`config.mk`:
```
export PLATFORM = sky130hd
export DESIGN_NAME = deal_sequencer
export DESIGN_NICKNAME = d
export VERILOG_FILES = /design/src/rtl/baccarat_pkg.sv /design/src/rtl/banker_rule.sv /design/src/rtl/deal_sequencer.sv
export SDC_FILE = /design/constraint.sdc
export NUM_CORES = 1
export LEC_CHECK = 0
export CORE_AREA = 10 10 58 60
export DETAILED_ROUTE_END_ITERATION = 12
export DIE_AREA = 0 0 68 70
export PLACE_DENSITY = 0.58
export SLEW_MARGIN = 25
export SYNTH_ARGS = -nofsm -noshare
export SYNTH_HDL_FRONTEND = slang
export SYNTH_SLANG_ARGS = --single-unit
```
`constraint.sdc`:
```
create_clock -name slow_clock -period 1.72 [get_ports slow_clock]
set_clock_uncertainty 0.15 [all_clocks]
set_input_delay 0.172 -clock slow_clock [delete_from_list [all_inputs] [get_ports slow_clock]]
set_output_delay 0.172 -clock slow_clock [all_outputs]
set_load 0.02 [all_outputs]
```
`src/rtl/baccarat_pkg.sv`:
```
// Shared types for the baccarat round sequencer: FSM states, card ranks and
// the rank-to-point mapping used by the dealer third-card rule.
package baccarat_pkg;

  typedef enum logic [3:0] {
    S_IDLE, S_CLR, S_DP1, S_DD1, S_DP2, S_DD2, S_EVAL,
    S_DP3, S_BEVAL, S_DD3, S_RESULT, S_DONE
  } state_e;

  localparam logic [3:0] RANK_EMPTY = 4'd0;
  localparam logic [3:0] RANK_ACE   = 4'd1;
  localparam logic [3:0] RANK_TWO   = 4'd2;
  localparam logic [3:0] RANK_THREE = 4'd3;
  localparam logic [3:0] RANK_FOUR  = 4'd4;
  localparam logic [3:0] RANK_FIVE  = 4'd5;
  localparam logic [3:0] RANK_SIX   = 4'd6;
  localparam logic [3:0] RANK_SEVEN = 4'd7;
  localparam logic [3:0] RANK_EIGHT = 4'd8;
  localparam logic [3:0] RANK_NINE  = 4'd9;
  localparam logic [3:0] RANK_TEN   = 4'd10;
  localparam logic [3:0] RANK_JACK  = 4'd11;
  localparam logic [3:0] RANK_QUEEN = 4'd12;
  localparam logic [3:0] RANK_KING  = 4'd13;

  // Tens and face cards count zero; an empty slot also counts zero.
  function automatic logic [3:0] card_value(input logic [3:0] rank);
    return (rank >= RANK_ACE && rank <= RANK_NINE) ? rank : 4'd0;
  endfunction

endpackage

```
`src/rtl/banker_rule.sv`:
```
// Dealer third-card table: whether the dealer draws given its two-card score
// and the point value of the player's third card.
module banker_rule (
  input  logic [3:0] dscore,
  input  logic [3:0] v,
  output logic       draw
);

  always_comb begin
    draw = 1'b0;
    case (dscore)
      4'd0, 4'd1, 4'd2: draw = 1'b1;
      4'd3:             draw = (v != 4'd8);
      4'd4:             draw = (v >= 4'd2) && (v <= 4'd7);
      4'd5:             draw = (v >= 4'd4) && (v <= 4'd7);
      4'd6:             draw = (v >= 4'd6) && (v <= 4'd7);
      default:          draw = 1'b0;
    endcase
  end

endmodule

```
`src/rtl/deal_sequencer.sv`:
```
// Moore FSM sequencing one baccarat round: strobes card slots in dealing
// order, applies third-card rules to datapath scores, latches win lights.
module deal_sequencer
  import baccarat_pkg::*;
(
  input  logic       slow_clock,
  input  logic       reset,
  input  logic       start,
  input  logic [3:0] pscore,
  input  logic [3:0] dscore,
  input  logic [3:0] pcard3,
  output logic       clear_hands,
  output logic       load_pcard1,
  output logic       load_pcard2,
  output logic       load_pcard3,
  output logic       load_dcard1,
  output logic       load_dcard2,
  output logic       load_dcard3,
  output logic       player_win_light,
  output logic       dealer_win_light,
  output logic       done
);

  state_e state_q, state_d;
  logic   pwin_q, dwin_q;
  logic   banker_draw;

  banker_rule u_banker_rule (
    .dscore (dscore),
    .v      (card_value(pcard3)),
    .draw   (banker_draw)
  );

  always_ff @(posedge slow_clock or posedge reset) begin
    if (reset) state_q <= S_IDLE;
    else       state_q <= state_d;
  end

  always_comb begin
    state_d     = state_q;
    clear_hands = 1'b0;
    load_pcard1 = 1'b0;
    load_pcard2 = 1'b0;
    load_pcard3 = 1'b0;
    load_dcard1 = 1'b0;
    load_dcard2 = 1'b0;
    load_dcard3 = 1'b0;
    done        = 1'b0;
    case (state_q)
      S_IDLE: if (start) state_d = S_CLR;
      S_CLR: begin
        clear_hands = 1'b1;
        state_d     = S_DP1;
      end
      S_DP1: begin load_pcard1 = 1'b1; state_d = S_DD1; end
      S_DD1: begin load_dcard1 = 1'b1; state_d = S_DP2; end
      S_DP2: begin load_pcard2 = 1'b1; state_d = S_DD2; end
      S_DD2: begin load_dcard2 = 1'b1; state_d = S_EVAL; end
      S_EVAL: begin
        if (pscore >= 4'd8 || dscore >= 4'd8) state_d = S_RESULT;
        else if (pscore <= 4'd5)              state_d = S_DP3;
        else if (dscore <= 4'd5)              state_d = S_DD3;
        else                                  state_d = S_RESULT;
      end
      S_DP3:   begin load_pcard3 = 1'b1; state_d = S_BEVAL; end
      S_BEVAL: state_d = banker_draw ? S_DD3 : S_RESULT;
      S_DD3:   begin load_dcard3 = 1'b1; state_d = S_RESULT; end
      S_RESULT: state_d = S_DONE;
      S_DONE: begin
        done = 1'b1;
        if (start) state_d = S_CLR;
      end
      default: state_d = S_IDLE;
    endcase
  end

  // Lights drop as a new round enters CLR and are set only when leaving RESULT.
  always_ff @(posedge slow_clock or posedge reset) begin
    if (reset) begin
      pwin_q <= 1'b0;
      dwin_q <= 1'b0;
    end else if (state_d == S_CLR) begin
      pwin_q <= 1'b0;
      dwin_q <= 1'b0;
    end else if (state_q == S_RESULT) begin
      pwin_q <= (pscore >= dscore);
      dwin_q <= (dscore >= pscore);
    end
  end

  assign player_win_light = pwin_q;
  assign dealer_win_light = dwin_q;

endmodule

```
==> out/metrics.cfg <==
[yosys]
synth_seq_cells = 6
synth_cell_types = 36
syn_area_per_cell_um2 = 7.94
syn_inst = 78
ys_warn_count = 0
syn_nets = 97
yosysSeqAreaShare_pct = 24.2
syn_area_um2 = 619

[critical_path]
startpoint_type = flip-flop
cp.arrival_ps = 1670
reg2regPathDepth = 5
critPathKind = reg -> reg
critPathTopFamily = compound AO/OA/AOI/OAI gates
cp_num_buf_inv = 1
path_max_fanout = 7
cp.required_ps = 1730
cpPeakStageDelay_ps = 410
critPathSlowestCell = dfrtp_1
critPathCaptureType = flip-flop
crit_cells = 5
path_cells = buf_4, and2_1, a221o_1, and3_4, a311oi_2

[grt]
overflow = 0
antenna_found_initial = 0
grt_max_degree = 10
grt_pass1_wl_um = 3400
grt_use_total_pct = 9.07
grt_pass1_vias = 785

[sta]
hold_slack_ps = -7.48
maxSlewViolCount = 0
hold_viol = 6
finalSetupViolCount = 0
setup-tns-final_ps = 0
worst_pin_slew_ps = 357
relSlewSlack_pct = 76.1
period_minus_slack_ps = 1650
max_freq_mhz = 605
fin_crit_sh_pct = 96.1

[clock_network]
path_clk_slew_ps = 50
postCtsSetupRepairBufs = 0
cts_root_buf = clkbuf_4
clockBufferDepth = 2
cts-buffers-inserted = 3
cts_tree = yes
htreeDepth = 1
clock_latency_ps = 250
cts_sinks = 6
cts_hold_buf = 0

[min_path]
hold_class = in -> async

[drt]
wl_per_cell_um = 13.4
ant_nets = 0
vias = 718
post-route-drc-count = 0
firstDrtPassIters = 4
drt_iter0_drc = 31
via_per_inst = 4.95
drt-total-wl_um = 1950

[die]
die_area_um2 = 4760
pin_count = 25
row_count = 18
die_y_um = 70
core-area_um2 = 2340
die_w_um = 68
start_util_pct = 26.4

[cells_and_area]
areaGrowthSynthToFinish_pct = 58.2
fillerInstances = 253
final_common_cell = clkdlybuf4s50_1
regArea_um2 = 150
fin_nets = 136
multiInputGateArea_um2 = 412
drive_gt1_share_pct = 24.3
layout_common_cells = clkdlybuf4s50_1 (16), buf_4 (13), nor2_1 (11), inv_1 (9)
n_antenna_cell = 0

[power]
p_per_area_nw_per_um2 = 1340
total_power_mw = 1.31
peakVddDrop_v = 0.000428
p_leak_nw = 0.448

[placed_design]
place.gp.congestion = 0.780
dp_hpwl_um = 1680
place.port_buffers = 24

[flow_run]
maxCapViolations = 0

[outcome]
status = complete, but fails checks
violations = negative hold slack

[flip-flops by register name (all words and copies together) (netlist names)]
register and cells:
player_win_light 1, state_q 4, dealer_win_light 1
[final cells by class]
cell class / instances / share of cell area, %
sequential: 6 / 15.3
timing repair buffer: 38 / 33.1
tap: 30 / 3.83
inverter: 9 / 3.45
clock buffer: 3 / 2.30
multi-input combinational: 59 / 42.0
[final timing paths]
kind | slack (ps) | from | end
hold reg to reg | 450 | player_win_light | player_win_light
setup reg to reg | 70 | state_q[0] | player_win_light
hold / removal | -7 | reset | state_q[2]
setup / recovery | 70 | state_q[0] | player_win_light
max in group asynchronous | 1220 | reset | state_q[0]
min in group slow_clock | 450 | player_win_light | player_win_light
[routing by layer]
metal | track usage (%) | up-vias | part of all wire (%)
met3 | 2.71 | 2 | 6.2
met5 | 0 | - | 0
met2 | 15.0 | 25 | 54
li1 | - | 364 | -
met4 | 7.83 | 0 | 2.0
met1 | 8.66 | 327 | 37
[metrics by stage]
step / hold slack, ps / worst slack, ps / area, µm² / utilization [%] / instances
floorplan: -187 / 71.2 / 619 / - / 78
global placement: 260 / -48.4 / 977 / 41.7 / 142
detailed placement: 277 / -133 / 977 / 41.7 / 142
CTS: 2.22 / 18.3 / 992 / 42.4 / 145
global route: 14.9 / -4.62 / 980 / 41.8 / 145
finish: -7.48 / 67.6 / 980 / 41.8 / 145
[Yosys cell counts]
cell | count | area (µm²)
o211a_1 | 1 | 10.0
o21ai_0 | 1 | 5.00
clkbuf_1 | 1 | 3.75
a2111oi_0 | 1 | 8.76
and3_2 | 1 | 7.51
nor2_1 | 11 | 41.3
nand3_1 | 1 | 5.00
nor4b_1 | 2 | 17.5
buf_2 | 2 | 10.0
nand2b_1 | 4 | 25.0
a211oi_2 | 1 | 12.5
nor3_1 | 3 | 15.0
inv_1 | 9 | 33.8
o311ai_0 | 1 | 8.76
o31ai_1 | 2 | 15.0
a311oi_2 | 1 | 15.0
a311oi_1 | 1 | 8.76
a21oi_1 | 3 | 15.0
o22ai_1 | 1 | 6.26
nor3b_4 | 1 | 18.8
and2_1 | 1 | 6.26
and4_1 | 1 | 8.76
nand4_1 | 1 | 6.26
mux2i_1 | 1 | 10.0
a31oi_1 | 2 | 12.5
o21ai_1 | 1 | 5.00
or2_2 | 1 | 6.26
buf_6 | 1 | 11.3
and3_4 | 1 | 11.3
a221o_1 | 1 | 10.0
a41o_1 | 1 | 10.0
ha_1 | 4 | 50.1
o32ai_1 | 1 | 8.76
dfrtp_1 | 6 | 150
o21bai_1 | 1 | 7.51
nand2_1 | 6 | 22.5
[report_power, final]
group / internal, mW / leakage [nW] / switching, mW
clock: 0.0796 / 0.0138 / 0.0602
sequential: 0.207 / 0.0747 / 0.0690
combinational: 0.442 / 0.360 / 0.454
[what timing repair did]
action,in CTS,in global routing
endpoints found under the setup margin,8,10
gates resized for setup,10,16
endpoints found under the hold margin,0,0
[worst reg2reg max path, cell delays in order (launching register included)]
cell and delay, ps:
dfrtp_1 410, buf_4 180, and2_1 150, a221o_1 310, and3_4 200, a311oi_2 170
[logic make-up after synthesis]
kind of cell	synth area share, %
and+or+nand+nor	30.9
AOI/OAI and AO/OA	25.7
buffers and inverters	9.49
DFF	24.2
adders and majority gates	8.08
muxes	1.62
No activity file was read; power rests on OpenSTA's default activity.
